==> config.mk <==
export PLATFORM = sky130hd
export DESIGN_NAME = i2s_adc_rx
export DESIGN_NICKNAME = d
export VERILOG_FILES = /design/src/rtl/i2s_adc_rx.sv
export SDC_FILE = /design/constraint.sdc
export NUM_CORES = 1
export LEC_CHECK = 0
export CORE_MARGIN = 2
export CORE_UTILIZATION = 45
export CTS_CLUSTER_SIZE = 10
export DETAILED_ROUTE_END_ITERATION = 7
export PLACE_DENSITY = 0.66
export SETUP_SLACK_MARGIN = 0.3
export SYNTH_ARGS = -nofsm -noshare
export SYNTH_HDL_FRONTEND = slang
export SYNTH_SLANG_ARGS = --single-unit
==> constraint.sdc <==
create_clock -name clk50 -period 3.85 [get_ports clk50]
set_input_delay 0.5775 -clock clk50 [delete_from_list [all_inputs] [get_ports clk50]]
set_output_delay 0.5775 -clock clk50 [all_outputs]
set_load 0.02 [all_outputs]
==> src/rtl/i2s_adc_rx.sv <==
// I2S ADC receiver: brings aud_bclk/aud_adclrck/aud_adcdat into clk50 and deserializes left/right words.
// Optional peak meter is built only when I2S_RX_PEAK_EN is defined.
module i2s_adc_rx #(
  parameter int DATA_W = 16
) (
  input  logic              clk50,
  input  logic              reset,
  input  logic              aud_bclk,
  input  logic              aud_adclrck,
  input  logic              aud_adcdat,
  input  logic              peak_clr,
  output logic [DATA_W-1:0] left_data,
  output logic [DATA_W-1:0] right_data,
  output logic              sample_valid,
  output logic              framing_err,
  output logic [DATA_W-1:0] peak_level,
  output logic [1:0]        dbg_state
);
  // Handshake: sample_valid is a valid-only strobe with no ready; left_data/right_data
  // are updated in the same cycle the strobe is high and hold until the next strobe.

  typedef enum logic [1:0] {IDLE = 2'd0, SKIP = 2'd1, SHIFT = 2'd2, DRAIN = 2'd3} state_t;

  localparam logic [4:0] LAST_BIT = 5'(DATA_W - 1);

  state_t              state;
  logic [2:0]          bclk_sync;
  logic [2:0]          lrck_sync;
  logic [1:0]          dat_sync;
  logic                bclk_rise;
  logic                lrck_edge;
  logic                lrck_lvl;
  logic                dat_bit;
  logic                chan;
  logic [4:0]          bit_cnt;
  logic [DATA_W-2:0]   shreg;
  logic [DATA_W-1:0]   word_next;
  logic [DATA_W-1:0]   left_hold;
  logic [DATA_W-1:0]   right_hold;
  logic                have_left;
  logic                pair_pend;

  // Data path is only two flops deep so it lines up with the bclk edge detector.
  always_ff @(posedge clk50) begin
    if (reset) begin
      bclk_sync <= '0;
      lrck_sync <= '0;
      dat_sync  <= '0;
    end else begin
      bclk_sync <= {bclk_sync[1:0], aud_bclk};
      lrck_sync <= {lrck_sync[1:0], aud_adclrck};
      dat_sync  <= {dat_sync[0], aud_adcdat};
    end
  end

  assign bclk_rise = bclk_sync[1] & ~bclk_sync[2];
  assign lrck_edge = lrck_sync[1] ^ lrck_sync[2];
  assign lrck_lvl  = lrck_sync[1];
  assign dat_bit   = dat_sync[1];
  assign word_next = {shreg, dat_bit};
  assign dbg_state = state;

  always_ff @(posedge clk50) begin
    if (reset) begin
      state       <= IDLE;
      chan        <= 1'b0;
      bit_cnt     <= '0;
      shreg       <= '0;
      left_hold   <= '0;
      right_hold  <= '0;
      have_left   <= 1'b0;
      pair_pend   <= 1'b0;
      framing_err <= 1'b0;
    end else begin
      pair_pend   <= 1'b0;
      framing_err <= 1'b0;
      case (state)
        IDLE: begin
          if (lrck_edge) begin
            state <= SKIP;
            chan  <= lrck_lvl;
          end
        end
        SKIP, SHIFT: begin
          // An lrck edge always wins over a bclk rise in the same cycle.
          if (lrck_edge) begin
            framing_err <= 1'b1;
            if (chan) have_left <= 1'b0;
            chan    <= lrck_lvl;
            bit_cnt <= '0;
            state   <= SKIP;
          end else if (bclk_rise) begin
            if (state == SKIP) begin
              bit_cnt <= '0;
              state   <= SHIFT;
            end else begin
              shreg   <= word_next[DATA_W-2:0];
              bit_cnt <= bit_cnt + 5'd1;
              if (bit_cnt == LAST_BIT) begin
                state <= DRAIN;
                if (!chan) begin
                  left_hold <= word_next;
                  have_left <= 1'b1;
                end else begin
                  right_hold <= word_next;
                  pair_pend  <= have_left;
                  have_left  <= 1'b0;
                end
              end
            end
          end
        end
        DRAIN: begin
          if (lrck_edge) begin
            chan  <= lrck_lvl;
            state <= SKIP;
          end
        end
        default: state <= IDLE;
      endcase
    end
  end

  always_ff @(posedge clk50) begin
    if (reset) begin
      sample_valid <= 1'b0;
      left_data    <= '0;
      right_data   <= '0;
    end else begin
      sample_valid <= pair_pend;
      if (pair_pend) begin
        left_data  <= left_hold;
        right_data <= right_hold;
      end
    end
  end

`ifdef I2S_RX_PEAK_EN
  localparam logic [DATA_W-1:0] MOST_NEG = {1'b1, {(DATA_W-1){1'b0}}};
  localparam logic [DATA_W-1:0] MOST_POS = {1'b0, {(DATA_W-1){1'b1}}};

  // Magnitude that saturates the most negative code instead of wrapping to itself.
  function automatic logic [DATA_W-1:0] sat_abs(input logic [DATA_W-1:0] v);
    if (v == MOST_NEG) return MOST_POS;
    return v[DATA_W-1] ? -v : v;
  endfunction

  logic [DATA_W-1:0] abs_l;
  logic [DATA_W-1:0] abs_r;
  logic [DATA_W-1:0] peak_cand;

  assign abs_l     = sat_abs(left_data);
  assign abs_r     = sat_abs(right_data);
  assign peak_cand = (abs_l > abs_r) ? abs_l : abs_r;

  always_ff @(posedge clk50) begin
    if (reset || peak_clr) begin
      peak_level <= '0;
    end else if (sample_valid && (peak_cand > peak_level)) begin
      peak_level <= peak_cand;
    end
  end
`else
  logic peak_clr_unused;
  assign peak_clr_unused = peak_clr;
  assign peak_level      = '0;
`endif

endmodule

==> impl_metrics.json <==
{
  "status": "completed",
  "clk_path_buf_depth": 2,
  "synth_edf_count": 0,
  "timing.rr.end": "shreg[10]",
  "numPlacedInstances": 521,
  "cts_setup_buffers": 0,
  "gp_congestion": 0.774,
  "antenna_found_initial": 0,
  "drt_iter0_drc": 100,
  "cts_htree_levels": 3,
  "syn_inst": 401,
  "grt_first_pass_wirelength_um": 11200,
  "clock_latency_ns": 0.36,
  "die-width_um": 96.4,
  "dp_slack_ns": 1.49,
  "fin_crit_sh_pct": 60.5,
  "setup_ws_ns": 1.52,
  "fin_util_pct": 53.0,
  "dp_hpwl_um": 4360,
  "cts_tree": "done",
  "yosysSeqAreaShare_pct": 51.6,
  "grt_pass1_vias": 2399,
  "yosys_warnings": 0,
  "grt.overflow.total": 0,
  "hold_violations": 0,
  "start_kind": "register",
  "setup_viol": 0,
  "drcViolationCount": 0,
  "rsz0062_at_grt": "no",
  "clock.fmax_mhz": 430,
  "wl_per_cell_um": 12.6,
  "hold_class": "register to register",
  "cts_resized": 0,
  "start_util_pct": 46.5,
  "ant_nets": 0,
  "fillers": 778,
  "tns_ns": 0,
  "clkSinkCount": 99,
  "fin_cells": 537,
  "numCtsBuffers": 9,
  "die-height_um": 96.4,
  "final_max_slew_viol_count": 0,
  "worstSetupPathType": "register to register",
  "p_per_area_mw_per_mm2": 421,
  "avgSynthCellArea_um2": 9.58,
  "rows": 33,
  "cts-hold-fix-buffers": 0,
  "synthDistinctLibCells": 40,
  "first_pass_iters": 4,
  "nets": 440,
  "setup.worst_path.end_class": "register",
  "reg2regPathDepth": 4,
  "tightest_slew_ns": 1.04,
  "grt_max_degree": 64,
  "root_buffer": "clkbuf_8",
  "worstSetupStartpoint": "lrck_sync[1]",
  "fin_skew_ns": 0.0101,
  "vdd_drop_max_mv": 0.243,
  "drive_above_1_share_pct": 6.71,
  "cap_violations": 0,
  "grt_usage_pct": 15.7,
  "fp.dieArea_mm2": 0.00929,
  "drt-total-wl_um": 6790,
  "antenna_cells": 0,
  "r2r_slack_ns": 1.52,
  "relSlewSlack_pct": 30.6,
  "syn_to_final_growth_pct": 14.0,
  "leakage_nw": 1.61,
  "whs_ns": 0.442,
  "synthFlopType": "dfxtp_1",
  "clk_pin_slew_ns": 0.10,
  "portBuffers": 40,
  "via_count": 2610,
  "avgViaCountPerCell": 4.86,
  "setup.worst_path.end": "shreg[10]",
  "synth-async-reset-ratio_pct": 0,
  "worstPathMaxFanout": 15,
  "worstPathRequired_ns": 4.08,
  "coreArea_mm2": 0.00826,
  "worstPathArrival_ns": 2.56,
  "timing.rr.start": "lrck_sync[1]",
  "fin_crit_ns": 2.33,
  "hold_depth": 1,
  "ys_ff_latch": 99,
  "io_pins": 58,
  "synth.cell_area_mm2": 0.00384
}
==> layer usage <==
metal	part of all wire [%]	GRT usage (%)
met5	0	0
met4	2.0	8.10
met3	4.0	3.26
met2	45	24.0
met1	49	21.2
==> synth_stat cells, types with 2 or more instances <==
cell type  number  area, µm²
or3_1           2       12.5
nor2b_1        10       62.6
nand3_1         2       10.0
clkbuf_1       11       41.3
and3_1          2       12.5
a22oi_1         2       15.0
mux2i_1        49        490
buf_2           4       20.0
inv_1           6       22.5
a21oi_1        30        150
o21ai_0         5       25.0
dfxtp_1        99       1980
buf_6           4       45.0
nor3_1          2       10.0
a21oi_2         6       52.6
nor2_1         53        199
nand2_1        67        251
buf_4          19        143
ha_1            7       87.6
==> worst min-delay path by stage <==
stage                 start           end  slack [ns]
2_1_floorplan  bclk_sync[0]  bclk_sync[1]        0.41
3_3_place_gp   lrck_sync[0]  lrck_sync[1]        0.42
3_5_place_dp   lrck_sync[0]  lrck_sync[1]        0.43
4_1_cts        lrck_sync[0]  lrck_sync[1]        0.45
5_1_grt        lrck_sync[0]  lrck_sync[1]        0.46
6_report       lrck_sync[0]  lrck_sync[1]        0.44
==> placed cells by master (no fill, tap or decap), types with 2 or more instances in the layout <==
cell / n
bufinv_16: 2
nor3_1: 2
dfxtp_1: 98
inv_1: 6
o21ai_0: 5
ha_1: 7
nand2_1: 67
clkdlybuf4s50_1: 39
nor2b_1: 10
nor2_1: 53
clkbuf_8: 11
conb_1: 16
nand3_1: 2
and3_1: 2
a21oi_1: 30
a22oi_1: 2
a21oi_2: 6
or3_1: 2
mux2i_1: 49
clkinvlp_4: 2
==> critical path, cell delays in order (launching register included) <==
cell     delay (ns)
dfxtp_1        0.36
xnor2_1        0.81
nand3_1        0.69
nand2_1        0.25
a21oi_1        0.09
==> kinds of logic (layout without fill, tap and decap cells) <==
logic type               after synthesis  after routing  synth area share (%)
AND/OR/NAND/NOR                      147            147                  17.0
other                                  1             16                0.0976
multiplexers                          49             49                  12.8
XOR/XNOR                               2              2                 0.456
adder cells (fa/ha/maj)                7              7                  2.28
buffers and inverters                 47             63                  8.08
AO/OA/AOI/OAI                         49             49                  7.69
flip-flops                            99             99                  51.6
==> registers in the layout, indices dropped and copies added (netlist names) <==
register,count
right_hold,16
shreg,15
bclk_sync,3
framing_err,1
dbg_state,2
have_left,1
chan,1
bit_cnt,5
lrck_sync,3
pair_pend,1
left_hold,16
sample_valid,1
right_data,16
left_data,16
dat_sync,2
==> report_power, final <==
part / internal [mW] / leakage, nW / total, mW / switching (mW)
Sequential: 1.03 / 0.799 / 1.03 / 0.00435
Clock: 0.404 / 0.112 / 0.754 / 0.350
Combinational: 0.0137 / 0.700 / 0.0595 / 0.0457
Total: 1.45 / 1.61 / 1.85 / 0.400
==> per-stage QoR <==
| stage | total power [mW] | instance area, µm² |
|---|---|---|
| floorplan | 1.12 | 3900 |
| global placement | 1.12 | 4150 |
| detailed placement | 1.12 | 4150 |
| CTS | 1.87 | 4380 |
| global route | 1.91 | 4380 |
| finish | 1.85 | 4380 |
==> area by class of cell <==
type | count | area, µm² | area share, %
multi-input cells | 270 | 1610 | 36.6
repair buffers | 41 | 403 | 9.20
flip-flops and latches | 99 | 1980 | 45.3
well taps | 105 | 131 | 3.00
clock inverters | 5 | 83.8 | 1.91
clock buffers | 11 | 151 | 3.46
inverters | 6 | 22.5 | 0.514
Power figures use the tool's default switching activity.
